### src/rtl/lt24_panel_rx.sv
// lt24_panel_rx: panel-side responder for the LT24 (ILI9341-style) 8080 bus.
// Decodes commands and CASET/PASET windows, and turns RAMWR pixel streams into
// single-cycle writes on a single-port frame-buffer port.
// Optional feature macro: LT24_RAMRD_EN (enables the RAMRD 0x2E read path).
module lt24_panel_rx #(
    parameter int H_RES  = 320,
    parameter int V_RES  = 240,
    parameter int ADDR_W = 17
) (
    input  logic              mclk,
    input  logic              puc_rst_n,
    input  logic              lt24_cs_n_i,
    input  logic              lt24_rs_i,
    input  logic              lt24_wr_n_i,
    input  logic              lt24_rd_n_i,
    input  logic              lt24_reset_n_i,
    input  logic [15:0]       lt24_d_i,
    output logic [15:0]       lt24_d_o,
    output logic              lt24_d_oen_o,
    output logic              fb_cen_o,
    output logic              fb_wen_o,
    output logic [ADDR_W-1:0] fb_addr_o,
    output logic [15:0]       fb_din_o,
    input  logic [15:0]       fb_dout_i,
    output logic              disp_on_o,
    output logic              frame_done_o
);

    typedef enum logic [2:0] {
        ST_IDLE  = 3'd0,
        ST_CASET = 3'd1,
        ST_PASET = 3'd2,
        ST_RAMWR = 3'd3,
        ST_RAMRD = 3'd4
    } state_t;

    localparam logic [15:0] H_RES_C  = 16'(H_RES);
    localparam logic [15:0] V_RES_C  = 16'(V_RES);
    localparam logic [15:0] H_LAST_C = 16'(H_RES - 1);
    localparam logic [15:0] V_LAST_C = 16'(V_RES - 1);

    state_t state_r, state_nxt_s;

    // bus strobe synchronisers (idle high) and previous-value flops for edges
    logic [1:0] cs_sync_r, wr_sync_r, rd_sync_r;
    logic       cs_prev_r, wr_prev_r, rd_prev_r;

    // window, position and parameter capture registers
    logic [15:0] sc_r, ec_r, sp_r, ep_r, col_r, page_r;
    logic [1:0]  k_r;
    logic [7:0]  prm_s_msb_r, prm_s_lsb_r, prm_e_msb_r;

    // output registers
    logic [15:0]       d_out_r;
    logic              oen_r, cen_r, wen_r, disp_on_r, frame_done_r;
    logic [ADDR_W-1:0] addr_r;
    logic [15:0]       din_r;
    logic              rd_pend1_r, rd_pend2_r;

    // decoded events and datapath controls
    logic        wr_evt_s, cs_rise_s, rd_fall_s, rd_rise_s;
    logic        srst_s, sw_rst_s, disp_off_s, disp_on_s;
    logic        enter_win_s, load_pos_s, param_s, wr_issue_s, rd_issue_s;
    logic        advance_s, rd_end_s;
    logic [7:0]  cmd_s;
    logic [15:0] col_adv_s, page_adv_s, win_start_s, win_end_s;
    logic        wrap_s, in_range_s, win_ok_s;
    logic [31:0] addr_full_s;

    assign wr_evt_s  = wr_sync_r[1] & ~wr_prev_r & ~cs_sync_r[1];
    assign cs_rise_s = cs_sync_r[1] & ~cs_prev_r;
    assign rd_fall_s = ~rd_sync_r[1] & rd_prev_r & ~cs_sync_r[1];
    assign rd_rise_s = rd_sync_r[1] & ~rd_prev_r;
    assign cmd_s     = lt24_d_i[7:0];
    assign srst_s    = ~lt24_reset_n_i | sw_rst_s;

    assign addr_full_s = 32'(page_r) * 32'(H_RES) + 32'(col_r);
    assign in_range_s  = (col_r < H_RES_C) && (page_r < V_RES_C);
    assign win_start_s = {prm_s_msb_r, prm_s_lsb_r};
    assign win_end_s   = {prm_e_msb_r, lt24_d_i[7:0]};
    assign win_ok_s    = (win_start_s <= win_end_s);

    // next column/page after one pixel, wrapping inside the current window
    always_comb begin
        col_adv_s  = col_r;
        page_adv_s = page_r;
        wrap_s     = 1'b0;
        if (col_r == ec_r) begin
            col_adv_s = sc_r;
            if (page_r == ep_r) begin
                page_adv_s = sp_r;
                wrap_s     = 1'b1;
            end else begin
                page_adv_s = page_r + 16'd1;
            end
        end else begin
            col_adv_s = col_r + 16'd1;
        end
    end

    // next-state and event decode; a write event takes priority over reads
    always_comb begin
        state_nxt_s = state_r;
        sw_rst_s    = 1'b0;
        disp_off_s  = 1'b0;
        disp_on_s   = 1'b0;
        enter_win_s = 1'b0;
        load_pos_s  = 1'b0;
        param_s     = 1'b0;
        wr_issue_s  = 1'b0;
        rd_issue_s  = 1'b0;
        advance_s   = 1'b0;
        rd_end_s    = 1'b0;
        if (wr_evt_s) begin
            if (!lt24_rs_i) begin
                case (cmd_s)
                    8'h01: begin sw_rst_s = 1'b1; state_nxt_s = ST_IDLE; end
                    8'h28: begin disp_off_s = 1'b1; state_nxt_s = ST_IDLE; end
                    8'h29: begin disp_on_s = 1'b1; state_nxt_s = ST_IDLE; end
                    8'h2A: begin enter_win_s = 1'b1; state_nxt_s = ST_CASET; end
                    8'h2B: begin enter_win_s = 1'b1; state_nxt_s = ST_PASET; end
                    8'h2C: begin load_pos_s = 1'b1; state_nxt_s = ST_RAMWR; end
`ifdef LT24_RAMRD_EN
                    8'h2E: begin load_pos_s = 1'b1; state_nxt_s = ST_RAMRD; end
`endif
                    default: state_nxt_s = ST_IDLE;
                endcase
            end else begin
                case (state_r)
                    ST_CASET, ST_PASET: begin
                        param_s = 1'b1;
                        if (k_r == 2'd3) begin
                            state_nxt_s = ST_IDLE;
                        end else begin
                            state_nxt_s = state_r;
                        end
                    end
                    ST_RAMWR: begin
                        wr_issue_s = 1'b1;
                        advance_s  = 1'b1;
                    end
                    default: state_nxt_s = state_r;
                endcase
            end
        end else if (rd_fall_s && (state_r == ST_RAMRD)) begin
            rd_issue_s = 1'b1;
        end else if (rd_rise_s && (state_r == ST_RAMRD)) begin
            advance_s = 1'b1;
            rd_end_s  = 1'b1;
        end else if (cs_rise_s) begin
            state_nxt_s = ST_IDLE;
        end else begin
            state_nxt_s = state_r;
        end
    end

    // state register
    always_ff @(posedge mclk or negedge puc_rst_n) begin
        if (!puc_rst_n) begin
            state_r <= ST_IDLE;
        end else if (srst_s) begin
            state_r <= ST_IDLE;
        end else begin
            state_r <= state_nxt_s;
        end
    end

    // strobe synchronisers and edge-detect history
    always_ff @(posedge mclk or negedge puc_rst_n) begin
        if (!puc_rst_n) begin
            cs_sync_r <= 2'b11; wr_sync_r <= 2'b11; rd_sync_r <= 2'b11;
            cs_prev_r <= 1'b1;  wr_prev_r <= 1'b1;  rd_prev_r <= 1'b1;
        end else if (srst_s) begin
            cs_sync_r <= 2'b11; wr_sync_r <= 2'b11; rd_sync_r <= 2'b11;
            cs_prev_r <= 1'b1;  wr_prev_r <= 1'b1;  rd_prev_r <= 1'b1;
        end else begin
            cs_sync_r <= {cs_sync_r[0], lt24_cs_n_i};
            wr_sync_r <= {wr_sync_r[0], lt24_wr_n_i};
            rd_sync_r <= {rd_sync_r[0], lt24_rd_n_i};
            cs_prev_r <= cs_sync_r[1];
            wr_prev_r <= wr_sync_r[1];
            rd_prev_r <= rd_sync_r[1];
        end
    end

    // window, pixel position, frame-buffer strobes and read-back path
    always_ff @(posedge mclk or negedge puc_rst_n) begin
        if (!puc_rst_n) begin
            sc_r <= 16'd0; ec_r <= H_LAST_C; sp_r <= 16'd0; ep_r <= V_LAST_C;
            col_r <= 16'd0; page_r <= 16'd0; k_r <= 2'd0;
            prm_s_msb_r <= 8'd0; prm_s_lsb_r <= 8'd0; prm_e_msb_r <= 8'd0;
            d_out_r <= 16'd0; oen_r <= 1'b1; cen_r <= 1'b1; wen_r <= 1'b1;
            addr_r <= '0; din_r <= 16'd0; disp_on_r <= 1'b0; frame_done_r <= 1'b0;
            rd_pend1_r <= 1'b0; rd_pend2_r <= 1'b0;
        end else if (srst_s) begin
            sc_r <= 16'd0; ec_r <= H_LAST_C; sp_r <= 16'd0; ep_r <= V_LAST_C;
            col_r <= 16'd0; page_r <= 16'd0; k_r <= 2'd0;
            prm_s_msb_r <= 8'd0; prm_s_lsb_r <= 8'd0; prm_e_msb_r <= 8'd0;
            d_out_r <= 16'd0; oen_r <= 1'b1; cen_r <= 1'b1; wen_r <= 1'b1;
            addr_r <= '0; din_r <= 16'd0; disp_on_r <= 1'b0; frame_done_r <= 1'b0;
            rd_pend1_r <= 1'b0; rd_pend2_r <= 1'b0;
        end else begin
            cen_r        <= 1'b1;
            wen_r        <= 1'b1;
            frame_done_r <= 1'b0;
            rd_pend1_r   <= rd_issue_s;
            rd_pend2_r   <= rd_pend1_r;

            if (disp_on_s) disp_on_r <= 1'b1;
            else if (disp_off_s) disp_on_r <= 1'b0;
            else disp_on_r <= disp_on_r;

            if (enter_win_s) k_r <= 2'd0;
            if (param_s) begin
                k_r <= k_r + 2'd1;
                case (k_r)
                    2'd0: prm_s_msb_r <= lt24_d_i[7:0];
                    2'd1: prm_s_lsb_r <= lt24_d_i[7:0];
                    2'd2: prm_e_msb_r <= lt24_d_i[7:0];
                    2'd3: begin
                        // commit start/end together, or keep the old window
                        if (win_ok_s && (state_r == ST_CASET)) begin
                            sc_r <= win_start_s;
                            ec_r <= win_end_s;
                        end else if (win_ok_s && (state_r == ST_PASET)) begin
                            sp_r <= win_start_s;
                            ep_r <= win_end_s;
                        end
                    end
                    default: k_r <= 2'd0;
                endcase
            end

            if (load_pos_s) begin
                col_r  <= sc_r;
                page_r <= sp_r;
            end else if (advance_s) begin
                col_r  <= col_adv_s;
                page_r <= page_adv_s;
            end

            if (wr_issue_s) begin
                addr_r <= addr_full_s[ADDR_W-1:0];
                din_r  <= lt24_d_i;
                if (in_range_s) begin
                    cen_r        <= 1'b0;
                    wen_r        <= 1'b0;
                    frame_done_r <= wrap_s;
                end
            end

            if (rd_issue_s) begin
                addr_r <= addr_full_s[ADDR_W-1:0];
                if (in_range_s) cen_r <= 1'b0;
            end

            // RAM data arrives one cycle after the read strobe
            if (rd_pend2_r && (state_r == ST_RAMRD)) begin
                d_out_r <= fb_dout_i;
                oen_r   <= 1'b0;
            end
            if (rd_end_s || (state_nxt_s != ST_RAMRD)) oen_r <= 1'b1;
        end
    end

    assign lt24_d_o     = d_out_r;
    assign lt24_d_oen_o = oen_r;
    assign fb_cen_o     = cen_r;
    assign fb_wen_o     = wen_r;
    assign fb_addr_o    = addr_r;
    assign fb_din_o     = din_r;
    assign disp_on_o    = disp_on_r;
    assign frame_done_o = frame_done_r;

endmodule
### config.mk
export PLATFORM = sky130hd
export DESIGN_NAME = lt24_panel_rx
export DESIGN_NICKNAME = d
export VERILOG_FILES = /design/src/rtl/lt24_panel_rx.sv
export SDC_FILE = /design/constraint.sdc
export NUM_CORES = 1
export LEC_CHECK = 0
export ABC_AREA = 1
export CORE_MARGIN = 3
export CORE_UTILIZATION = 59
export CTS_CLUSTER_SIZE = 40
export DETAILED_ROUTE_END_ITERATION = 10
export PLACE_DENSITY = 0.81
export RECOVER_POWER = 50
export SLEW_MARGIN = 0
export SYNTH_ARGS = -nofsm -noshare
export SYNTH_HDL_FRONTEND = slang
export SYNTH_SLANG_ARGS = --single-unit
### constraint.sdc
create_clock -name mclk -period 4.2 [get_ports mclk]
set_clock_uncertainty 0.15 [all_clocks]
set_input_delay 0.84 -clock mclk [delete_from_list [all_inputs] [get_ports mclk]]
set_output_delay 0.84 -clock mclk [all_outputs]
set_load 0.1 [all_outputs]
# Yosys cells after proc, flatten, opt, wreduce, memory -nomap -nowiden
# Cells that the tools add are included.
# W data, S select, Z words.
[op_classes] shifts=0 muxes=107 magnitude_cmp=3 n_mul=1 n_addsub=4 n_eq_ne=17 n_bitwise=13 div_mod_pow=0 reduce_logical=31
[op_table] op="$mux W16" count=31
[op_table] op="$mux W8" count=9
[op_table] op="$mux W17" count=3
[op_table] op="$mux W1" count=49
[op_table] op="$eq A8 B6 Y1 const B" count=5
[op_table] op="$add A16 B1 Y16 const B" count=2
[op_table] op="$eq A16 B16 Y1" count=2
[op_table] op="$mux W3" count=8
[op_table] op="$reduce_bool A2 Y1" count=9
[op_table] op="$reduce_bool A3 Y1" count=6
[op_table] op="$add A17 B16 Y17" count=1
[op_table] op="$le A16 B16 Y1" count=1
[op_table] op="$lt A16 B8 Y1 const B" count=1
[op_table] op="$lt A16 B9 Y1 const B" count=1
[op_table] op="$mul A16 B3 Y11 const B" count=1
[op_table] op="$mux W2" count=6
[op_table] op="$eq A8 B1 Y1 const B" count=1
[op_table] op="$reduce_and A2 Y1" count=4
[op_table] op="$and A1 B1 Y1" count=6
[op_table] op="$eq A3 B2 Y1 const B" count=2
[op_table] op="$logic_and A1 B1 Y1" count=6
[op_table] op="$not A1 Y1" count=6
[op_table] op="$pmux W2 S3" count=1
[op_table] op="$eq A2 B2 Y1 const B" count=2
[op_table] op="other kinds (12)" count=13
[totals] ram_bits=0 input_bits=39 wordCells=203 register_bits=190 out_inout_bits=54 mem_bits_ro=0 latchBits=0 mem_count=0

# Longest topological paths before layout
# Gate-level depths: netlist of the first run.
[depth] word_depth=10 mapped_depth=18 depth_no_buf=18

# Least setup slack after synthesis of the first run
# OpenSTA, ideal clock, no wires.
[synth_timing] path_type="flip-flop to flip-flop" start="register page_r[1]" end="register addr_r[16] (netlist: fb_addr_o[16])" period_less_slack_ps=3038 arrival_ps=2768 setup_ps=120 slack_ps=1162 t_required_ps=3930 stages_incl_launch_ff=18 cell_sequence="dfrtp_1 > ha_1 > ha_1 > fa_1 > nand3_1 > nand3_1 > nand2_1 > nand2_1 > a21oi_1 > xnor2_1 > ha_1 > inv_1 > nor3_1 > nand3_1 > nand3_1 > nand3_1 > nand3_1 > nand2_1"
[synth_via] elab_chain_len=5
[synth_lines] item="start: declaration" line_no="49" source="logic [15:0] sc_r, ec_r, sp_r, ep_r, col_r, page_r;"
[synth_lines] item="start signal: assignment" line_no="236" source="page_r <= sp_r;"
[synth_lines] item="start signal: assignment" line_no="239" source="page_r <= page_adv_s;"
[synth_lines] item="$mul A16 B3 Y11 (*)" line_no="77" source="assign addr_full_s = 32'(page_r) * 32'(H_RES) + 32'(col_r);"
[synth_lines] item="$add A17 B16 Y17 (*)" line_no="77"
[synth_lines] item="$mux W17" line_no="242" source="if (wr_issue_s) begin"
[synth_lines] item="$mux W17 (*)" line_no="252" source="if (rd_issue_s) begin"
[synth_lines] item="$mux W17 (*)" line_no="195" source="end else if (srst_s) begin"
[synth_lines] item="end signal: assignment" line_no="243" source="addr_r <= addr_full_s[ADDR_W-1:0];"
[synth_lines] item="end signal: assignment" line_no="253" source="addr_r <= addr_full_s[ADDR_W-1:0];"
[synth_lines] item="end: declaration" line_no="56" source="logic [ADDR_W-1:0] addr_r;"
# Every way passes the cells marked *; elsewhere a longest branch is shown, timed or not. The select of a mux whose other input is x is not followed.
# A chain may end at the register's enable or synchronous reset.

# Worst setup path after layout of the first run
[layout_timing] start="input lt24_d_i[0]" end="register prm_s_msb_r[5]"
[layout_via] elab_chain_len=7 word_cells_on_any_way=9 cone_classes="1 x eq/ne; 4 x mux; 1 x bitwise; 3 x reduce/logical"
[layout_lines] item="start: declaration" line_no="17" source="input logic [15:0] lt24_d_i,"
[layout_lines] item="$eq A8 B1 Y1 (*)" line_no="116" source="case (cmd_s)"
[layout_lines] item="$mux W1 (*)" line_no="116"
[layout_lines] item="$mux W1 (*)" line_no="115" source="if (!lt24_rs_i) begin"
[layout_lines] item="$mux W1 (*)" line_no="114" source="if (wr_evt_s) begin"
[layout_lines] item="$or A1 B1 Y1 (*)" line_no="75" source="assign srst_s = ~lt24_reset_n_i | sw_rst_s;"
[layout_lines] item="$reduce_bool A2 Y1 (no line)"
[layout_lines] item="$reduce_and A2 Y1 (no line)"
[layout_lines] item="end signal: assignment" line_no="217" source="2'd0: prm_s_msb_r <= lt24_d_i[7:0];"
[layout_lines] item="end: declaration" line_no="51" source="logic [7:0] prm_s_msb_r, prm_s_lsb_r, prm_e_msb_r;"
# Every way passes the cells marked *; elsewhere a longest branch is shown, timed or not.

==> results of run 1 <==
## layer usage
layer | track usage (%) | vias up
met4 | 12.0 | 0
met2 | 46.1 | 402
met5 | 0 | -
li1 | - | 4575
met1 | 38.6 | 4386
met3 | 5.39 | 80
## Yosys cell counts, drive strengths merged
library cell	count
xnor2	11
a21oi	47
inv	132
clkinv	1
a21o	1
nor2	93
dfstp	26
or2	9
nor4	3
buf	44
ha	47
nand3b	2
o211ai	1
o21ai	57
nor3b	1
a21boi	1
nor3	17
clkbuf	10
fa	2
nand3	162
o31ai	1
a31oi	1
nand2	483
o21bai	2
dfrtp	164
xor2	49
nand4	23
## worst min path at each step
stage	from	to	slack, ps
finish	fb_addr_o[6]$_DFFE_PN0P_	fb_addr_o[6]$_DFFE_PN0P_	330
global route	ec_r[2]$_DFFE_PN1P_	ec_r[2]$_DFFE_PN1P_	350
CTS	fb_addr_o[6]$_DFFE_PN0P_	fb_addr_o[6]$_DFFE_PN0P_	340
detailed placement	fb_addr_o[6]$_DFFE_PN0P_	fb_addr_o[6]$_DFFE_PN0P_	320
global placement	fb_addr_o[9]$_DFFE_PN0P_	fb_addr_o[9]$_DFFE_PN0P_	320
floorplan	rd_pend1_r$_DFF_PN0_	rd_pend2_r$_DFF_PN0_	300
## where the power goes
group,switching (mW),total (mW),internal (mW)
clock,0.794,1.59,0.794
sequential,0.0185,1.88,1.87
combinational,0.196,0.278,0.0817
## worst max-delay path: cells and delay by family
family	cells	cell delay, ps
simple gates	6	1000
buf+inv	4	1600
compound gates	1	90
## cells by family after synthesis
kind of cell / Yosys count / synth area share, %
AO/OA/AOI/OAI: 111 / 5.34
XOR/XNOR: 60 / 4.91
adder cells (fa/ha/maj): 49 / 5.87
buffers and inverters: 187 / 7.45
flip-flops: 190 / 44.7
AND/OR/NAND/NOR: 793 / 31.7
## sequential cells by signal (all words and copies together) (netlist names), 2 cells and up
name / count
sp_r: 16
k_r: 2
lt24_d_o: 16
wr_sync_r: 2
fb_din_o: 16
state_r: 3
rd_sync_r: 2
fb_addr_o: 17
cs_sync_r: 2
ep_r: 16
col_r: 16
prm_s_msb_r: 8
ec_r: 16
page_r: 16
sc_r: 16
prm_s_lsb_r: 8
prm_e_msb_r: 8
## per-stage QoR
stage	utilization [%]	total power [mW]	worst slack (ps)	hold slack, ps
6_report	69.9	3.75	813	333
5_1_grt	69.9	3.87	318	352
4_1_cts	70.1	3.77	812	337
3_5_place_dp	66.9	2.20	743	317
3_3_place_gp	66.9	2.20	792	315
2_1_floorplan	-	2.07	1160	298
## final cells by class
| type | instances | area, µm² | area share [%] |
|---|---|---|---|
| Clock buffer | 18 | 429 | 3.50 |
| Clock inverter | 14 | 143 | 1.16 |
| Inverter | 133 | 500 | 4.08 |
| Multi-Input combinational cell | 1013 | 5110 | 41.7 |
| Sequential cell | 190 | 4790 | 39.0 |
| Tap cell | 225 | 282 | 2.30 |
| Timing Repair Buffer | 104 | 1010 | 8.25 |
==> results.toml, run 1 <==
[finish]
nFillCells = 1447
mostFrequentLayoutCells = "474 x nand2_1, 164 x dfrtp_1, 162 x nand3_1"
fin_cells = 1697
antenna_cells = 0
final_layout_size_suffix_gt1_share_pct = 7.34
nets = 1547
syn2layout_area_growth_pct = 14.6
design_area_um2 = 12300
mostFrequentLayoutCell = "nand2_1"

[setup_path]
crit_fanout = 36
cp-end-kind = "register"
slowest_stage = "dlygate4sd3_1"
setup.worst_path.end = "prm_s_msb_r[5]$_DFFE_PN0P_"
worstReg2RegStart = "page_r[1]$_DFFE_PN0P_"
worstPathArrival_ps = 3540
critPathLaunch = "lt24_d_i[0]"
worstPathCellList = "dlygate4sd3_1 -> nand3_1 -> nor2_1 -> nand2_1 -> nand2_1 -> inv_1 -> buf_4 -> nand2_1 -> inv_2 -> nand2_1 -> o21ai_0"
regToRegSetupSlack_ps = 830
worstSetupPathType = "input port to register"
r2r_cells = 17
crit_top_cell = "nand2_1"
worst_ep_required_time_ps = 4350
slowest_delay_ps = 750
reg2reg_to = "fb_addr_o[16]$_DFFE_PN0P_"
startpoint_type = "input port"

[floorplanning]
num_rows = 48
die_w_um = 141
die_height_um = 141
start_util_pct = 61.0
num_io_pins = 93
core-area_um2 = 17500
dieArea_um2 = 19800

[yosys]
syn_inst = 1390
avgSynthCellArea_um2 = 7.70
ys_ff_latch = 190
yosysWarnings = 0
synthTopCellsByArea = "dfrtp_1 38%, nand2_1 17%, nand3_1 7.5%"
yosysTopAreaCellShare_pct = 38.3
synth_area_leader_cell = "dfrtp_1"
ys_seq_area_share_pct = 44.7
synthesis.area_um2 = 10700
synthesis.nets = 1478
synth_cell_types = 41

[timing]
finalSetupViolCount = 0
drv_slew = 92
fmax_ghz = 0.295
worst-slew-pin-transition_ps = 2290
period_needed_ps = 3390
finalSetupTns_ps = 0
final.period_utilization_pct = 80.6
rsz0062_at_grt = "false"
hold_viol_final = 0
slew_headroom_pct = -52.9

[clocking]
cts_setup_buffers = 0
clkSlewWorstSetupHoldPaths_ps = 70
clock-root-buffer = "clkbuf_16"
cts_resized = 0
cts_buffer_depth = 2
cts_tree = "yes"
htreeDepth = 4
cts_hold_buf = 0
numClockSinks = 190
clk_latency_ps = 440
numCtsBuffers = 17

[placement]
hpwl_um = 20400
gp_congestion = 0.937
io_buffers = 92
placed_area_um2 = 11700
dp.cells = 1665

[job]
cap_violations = 1

[global_routing]
track_usage_pct = 28.7
antenna_found_initial = 0
grt_pass1_vias = 9172
globalRoute.totalOverflow = 0
grt_pass1_wl_um = 45900
grt_max_degree = 93

[detailed_routing]
drtAntennaViolNets = 0
wl_um = 27600
drtIter0Drc = 994
drc_errors = 0
routedWlPerCell_um = 16.3
wl_met1_um = 11700
routed-via-count = 9443
dr_wl_met2_um = 12900
detail_route.vias_per_cell = 5.56
wl_met3_um = 1970
highest_layer = "met4"
dr.pass1.iters = 6

[power_and_ir_drop]
powerDensity_nw_per_um2 = 306
p_leak_nw = 6.23
vdd_drop_max_mv = 0.339

[worst_hold_path]
hold_depth = 2
hold_path_class = "register to register"

[outcome]
violations = "capacitance limit, slew limit"
run_status = "finished, violations left"
Power figures use the tool's default switching activity.
==> inputs of run 2 (changes only) <==
Clock period 4.2 ns to 3.2 ns, I/O delays scaled along.
==> results.toml, run 2 (synthesis results as in run 1) <==
[setup_path]
worst_ep_required_time_ps = 3380
reg2reg_to = "fb_addr_o[16]$_DFFE_PN0P_"
worstReg2RegStart = "page_r[1]$_DFFE_PN0P_"
setup.worst_path.end = "fb_addr_o[16]$_DFFE_PN0P_"
startpoint_type = "register"
critPathLaunch = "page_r[1]$_DFFE_PN0P_"
cp-end-kind = "register"
worstPathArrival_ps = 3320
crit_fanout = 3
worstSetupPathType = "register to register"
r2r_cells = 18
regToRegSetupSlack_ps = 60

[power_and_ir_drop]
p_int_mw = 3.81
p_leak_nw = 6.36
clockPowerShare_pct = 44.6
vdd_drop_max_mv = 0.393
p_sw_mw = 1.29
switching_share_pct = 25.3
powerDensity_nw_per_um2 = 415
power_frac_comb_pct = 7.0
p_seq_share_pct = 48.4

[placement]
io_buffers = 92
hpwl_um = 20300
gp_congestion = 0.938
dp.cells = 1679

[floorplanning]
dieArea_um2 = 19800
die_height_um = 141
num_rows = 48
core-area_um2 = 17500
num_io_pins = 93
die_w_um = 141
start_util_pct = 61.0

[detailed_routing]
routedWlPerCell_um = 16.2
detail_route.vias_per_cell = 5.57
drc_errors = 0
drtAntennaViolNets = 0
wl_um = 27700
dr.pass1.iters = 6
routed-via-count = 9558
drtIter0Drc = 1040

[clocking]
htreeDepth = 4
clkSlewWorstSetupHoldPaths_ps = 70
cts_buffer_depth = 2
numClockSinks = 190
clk_latency_ps = 440
cts_tree = "yes"
numCtsBuffers = 17
clock-root-buffer = "clkbuf_16"

[worst_hold_path]
hold_path_class = "register to register"

[finish]
mostFrequentLayoutCells = "474 x nand2_1, 164 x dfrtp_1, 159 x nand3_1"
syn2layout_area_growth_pct = 15.0
fin_cells = 1715
nets = 1565
final_layout_size_suffix_gt1_share_pct = 11.5
largest_reg_flops = 17
mostFrequentLayoutCell = "nand2_1"
antenna_cells = 0

[timing]
worst-slew-pin-transition_ps = 1620
hold_viol_final = 0
final.period_utilization_pct = 98.0
finalSetupViolCount = 0
finalSetupTns_ps = 0
fmax_ghz = 0.319
drv_slew = 68
slew_headroom_pct = -7.94
period_needed_ps = 3140

[global_routing]
grt_max_degree = 74
grt_pass1_wl_um = 45200
antenna_found_initial = 0
track_usage_pct = 28.3
grt_pass1_vias = 9104
globalRoute.totalOverflow = 0

[outcome]
violations = "capacitance limit, slew limit"
run_status = "finished, violations left"

[job]
cap_violations = 1
[run 2: changes by cell type in the layout (fill, tap and decap cells not counted), sizes merged]
cell	change
buf	+49
clkinvlp	-1
clkbuf	+23
clkinv	-1
bufinv	+3
inv	-1
clkdlybuf4s50	-54
[run 2: worst min path at each step]
stage                        startpoint                  endpoint  depth (start not counted)
6_report           rd_pend1_r$_DFF_PN0_      rd_pend2_r$_DFF_PN0_                          2
5_1_grt             ep_r[3]$_DFFE_PN1P_       ep_r[3]$_DFFE_PN1P_                          2
4_1_cts                       puc_rst_n  fb_addr_o[7]$_DFFE_PN0P_                          1
3_5_place_dp       rd_pend1_r$_DFF_PN0_      rd_pend2_r$_DFF_PN0_                          2
3_3_place_gp   fb_addr_o[2]$_DFFE_PN0P_  fb_addr_o[2]$_DFFE_PN0P_                          2
2_1_floorplan                 puc_rst_n      col_r[0]$_DFFE_PN0P_                          0
[run 2: layout make-up]
class | count | area [µm²]
fill | 1423 | 5230
multi-input combinational | 1013 | 5200
sequential | 190 | 4790
timing repair buffer | 122 | 913
inverter | 133 | 500
clock buffer | 18 | 429
tap | 225 | 282
clock inverter | 14 | 193
[run 2: critical path: stages (launching register included)]
cell and delay (ps):
dfrtp_1 420, ha_4 260, ha_4 160, fa_2 400, nand3_2 70, nand3_2 80
nand2_1 60, nand2_1 60, a21oi_2 140, xnor2_1 100, ha_1 350, inv_2 100
o21bai_1 100, a31oi_1 200, nand3_1 150, inv_1 80, nand2_1 50, nand3_1 70
nand2_1 50
[run 2: stage by stage]
stage	worst slack [ps]	utilization [%]	hold WS [ps]	area, µm²	total power, mW
2_1_floorplan	162	-	194	10700	2.71
3_3_place_gp	86.8	66.7	317	11700	2.88
3_5_place_dp	-0.392	66.7	321	11700	2.88
4_1_cts	11.8	70.3	68.6	12300	5.11
5_1_grt	-101	70.2	360	12300	5.24
6_report	64.7	70.2	331	12300	5.11
[run 2: power by group through the flow]
| stage | sequential, mW | clock, mW | combinational, mW |
|---|---|---|---|
| final | 2.47 | 2.28 | 0.357 |
| after global routing | 2.47 | 2.38 | 0.389 |
| after CTS | 2.47 | 2.27 | 0.367 |
| after detailed placement | 2.52 | 0 | 0.365 |
| after global placement | 2.52 | 0 | 0.360 |
| after floorplan | 2.57 | 0 | 0.141 |
[run 2: routing by layer]
metal,global-route usage (%),up-vias,part of all wire [%]
li1,-,4604,-
met1,37.4,4476,42
met2,46.1,389,47
met3,4.38,89,6.6
met4,13.3,0,4.6
met5,0,-,0
[run 2: what timing repair did]
action	in CTS	in global routing
setup buffers	0	4
hold endpoints to repair	0	0
setup endpoints to repair	1	2
hold buffers	0	0
resized for setup	1	14
gates cloned	0	0
pin swaps	0	8
==> inputs of run 3 (changes only) <==
Settings changed: ABC_AREA 1 to not set, CORE_UTILIZATION 59 to 58, PLACE_DENSITY 0.81 to 0.8.
==> results.toml, run 3 <==
[outcome]
run_status = "finished, violations left"
violations = "capacitance limit, slew limit, setup timing"

[floorplanning]
start_util_pct = 59.4
num_rows = 48
die_w_um = 139
dieArea_um2 = 19400
die_height_um = 139
num_io_pins = 93
core-area_um2 = 17400

[timing]
worst-slew-pin-transition_ps = 1770
worst_slack_ps = -1.15
slew_headroom_pct = -18.0
finalSetupViolCount = 1
finalSetupTns_ps = -1.15
rsz0062_at_grt = "true"
period_needed_ps = 3200
drv_slew = 73
hold_viol_final = 0
final.period_utilization_pct = 100
fmax_ghz = 0.312

[setup_path]
crit_top_cell = "ha_4"
slowest_delay_ps = 420
r2r_cells = 14
worst_ep_required_time_ps = 3430
startpoint_type = "register"
worstPathCellList = "ha_4 -> ha_4 -> fa_2 -> a21o_1 -> a21oi_2 -> o21bai_1 -> a21oi_1 -> xnor2_1 -> ha_1 -> buf_4 -> nand2_1 -> o21ai_1 -> or4_1 -> nand3_1"
slowest_stage = "dfrtp_1"
worstSetupPathType = "register to register"
crit_fanout = 3
worstPathArrival_ps = 3430
cp-end-kind = "register"

[clocking]
clk_latency_ps = 440
cts_buffer_depth = 2
numCtsBuffers = 17
clkSlewWorstSetupHoldPaths_ps = 80
cts_tree = "yes"
clock-root-buffer = "clkbuf_16"
htreeDepth = 4
numClockSinks = 190

[yosys]
syn_inst = 1118
synth_edf_count = 0
synthesis.area_um2 = 10300
synth_flop_cell = "dfrtp_1"
ys_ff_latch = 190
synthTopCellsByArea = "dfrtp_1 40%, dfstp_2 6.6%, ha_1 5.7%"
ys_seq_area_share_pct = 46.4
synthArstFlopShare_pct = 100
avgSynthCellArea_um2 = 9.23
synth_cell_types = 64
ys_top_cells_by_count = "164 x dfrtp_1, 150 x nand2_1, 116 x a21oi_1"
yosysWarnings = 0
synthesis.nets = 1206
yosysTopAreaCellShare_pct = 39.8
synth_area_leader_cell = "dfrtp_1"
yosysMostFrequentCell = "dfrtp_1"

[detailed_routing]
detail_route.vias_per_cell = 6.20
drc_errors = 0
routed-via-count = 9164
drtAntennaViolNets = 0
dr.pass1.iters = 5
routedWlPerCell_um = 19.4
drtIter0Drc = 926
wl_um = 28700

[global_routing]
grt_pass1_wl_um = 46500
grt_pass1_vias = 8830
antenna_found_initial = 0
globalRoute.totalOverflow = 0
grt_max_degree = 73
track_usage_pct = 29.7

[finish]
mostFrequentLayoutCells = "163 x dfrtp_1, 150 x nand2_1, 114 x a21oi_1"
largest_reg_flops = 17
syn2layout_area_growth_pct = 20.6
fin_cells = 1479
mostFrequentLayoutCell = "dfrtp_1"
nets = 1329
utilization_pct = 71.7
final_layout_size_suffix_gt1_share_pct = 16.3
nFillCells = 1287
antenna_cells = 0

[power_and_ir_drop]
powerDensity_nw_per_um2 = 381
vdd_drop_max_mv = 0.390
report.power.total_mw = 4.74
p_leak_nw = 5.67

[placement]
hpwl_um = 20600
dp.cells = 1440
io_buffers = 92
gp_congestion = 0.929

[worst_hold_path]
hold_depth = 1
hold_path_class = "register to register"

[job]
cap_violations = 1
run 3: changes by cell type in the layout (fill, tap and decap cells not counted), sizes merged, moves of 12 or more:
| cell | delta |
|---|---|
| and3 | +15 |
| a21oi | +70 |
| xor2 | -30 |
| inv | -102 |
| buf | +57 |
| nand2 | -333 |
| xnor2 | +15 |
| nor2 | -23 |
| nand3 | -81 |
| nand2b | +14 |
| o211ai | +12 |
| mux2i | +44 |
| o2bb2ai | +17 |
run 3: cell type report:
cell class / instances / area [µm²] / share of cell area, %
Multi-Input combinational cell: 820 / 5210 / 41.9
Sequential cell: 190 / 4790 / 38.5
Timing Repair Buffer: 181 / 1470 / 11.8
Clock buffer: 18 / 439 / 3.53
Tap cell: 225 / 282 / 2.26
Clock inverter: 14 / 143 / 1.15
Inverter: 31 / 116 / 0.935
run 3: kinds of logic after synthesis:
| group | Yosys count | synth area share, % |
|---|---|---|
| compound gates | 263 | 15.5 |
| xor+xnor | 45 | 3.82 |
| fa+ha+maj | 49 | 6.09 |
| buf+inv | 108 | 4.31 |
| flops | 190 | 46.4 |
| mux | 45 | 4.38 |
| simple gates | 418 | 19.5 |
run 3: worst max-delay path, delay by kind of cell, from the launching register on:
kind | cells | cell delay, ps
xor gates and xnor gates | 1 | 170
AOI/OAI and AO/OA | 5 | 670
adders and majority gates | 4 | 1050
buffers and inverters | 1 | 150
DFF | 1 | 420
and+or+nand+nor | 3 | 540
run 3: final timing paths:
kind,slack [ps],from,end
max in group asynchronous,680,puc_rst_n,lt24_d_o[2]$_DFFE_PN0P_
worst max-delay path,-1,page_r[3]$_DFFE_PN0P_,fb_addr_o[16]$_DFFE_PN0P_
worst min register to register,300,rd_pend1_r$_DFF_PN0_,rd_pend2_r$_DFF_PN0_
worst max register to register,-1,page_r[3]$_DFFE_PN0P_,fb_addr_o[16]$_DFFE_PN0P_
min in group asynchronous,520,puc_rst_n,page_r[6]$_DFFE_PN0P_
worst min-delay path,300,rd_pend1_r$_DFF_PN0_,rd_pend2_r$_DFF_PN0_
run 3: repair_timing:
action                                  CTS  global route
hold buffers                              0             0
gates resized for setup                   6             4
endpoints found under the setup margin    2             3
buffers inserted                          2             5
pin swaps                                11             5
run 3: routing by layer:
metal | share of wire (%) | wire (µm) | global-route usage [%]
met5 | 0 | 0 | 0
met1 | 41 | 11800 | 40.5
met4 | 3.1 | 892 | 10.1
met2 | 48 | 13700 | 47.7
met3 | 7.7 | 2200 | 5.84
run 3: power by group:
group          switching [mW]  internal (mW)
sequential            0.00469           2.41
clock                    1.02           1.06
combinational           0.143         0.0951
total                    1.17           3.56
run 3: metrics by stage:
step	cell area (µm²)	worst slack [ps]	hold slack, ps
final	12400	-1.15	301
after global routing	12400	-119	315
after CTS	12500	-9.54	80.7
after detailed placement	11900	-227	286
after global placement	11900	-197	284
after floorplan	10300	7.53	194
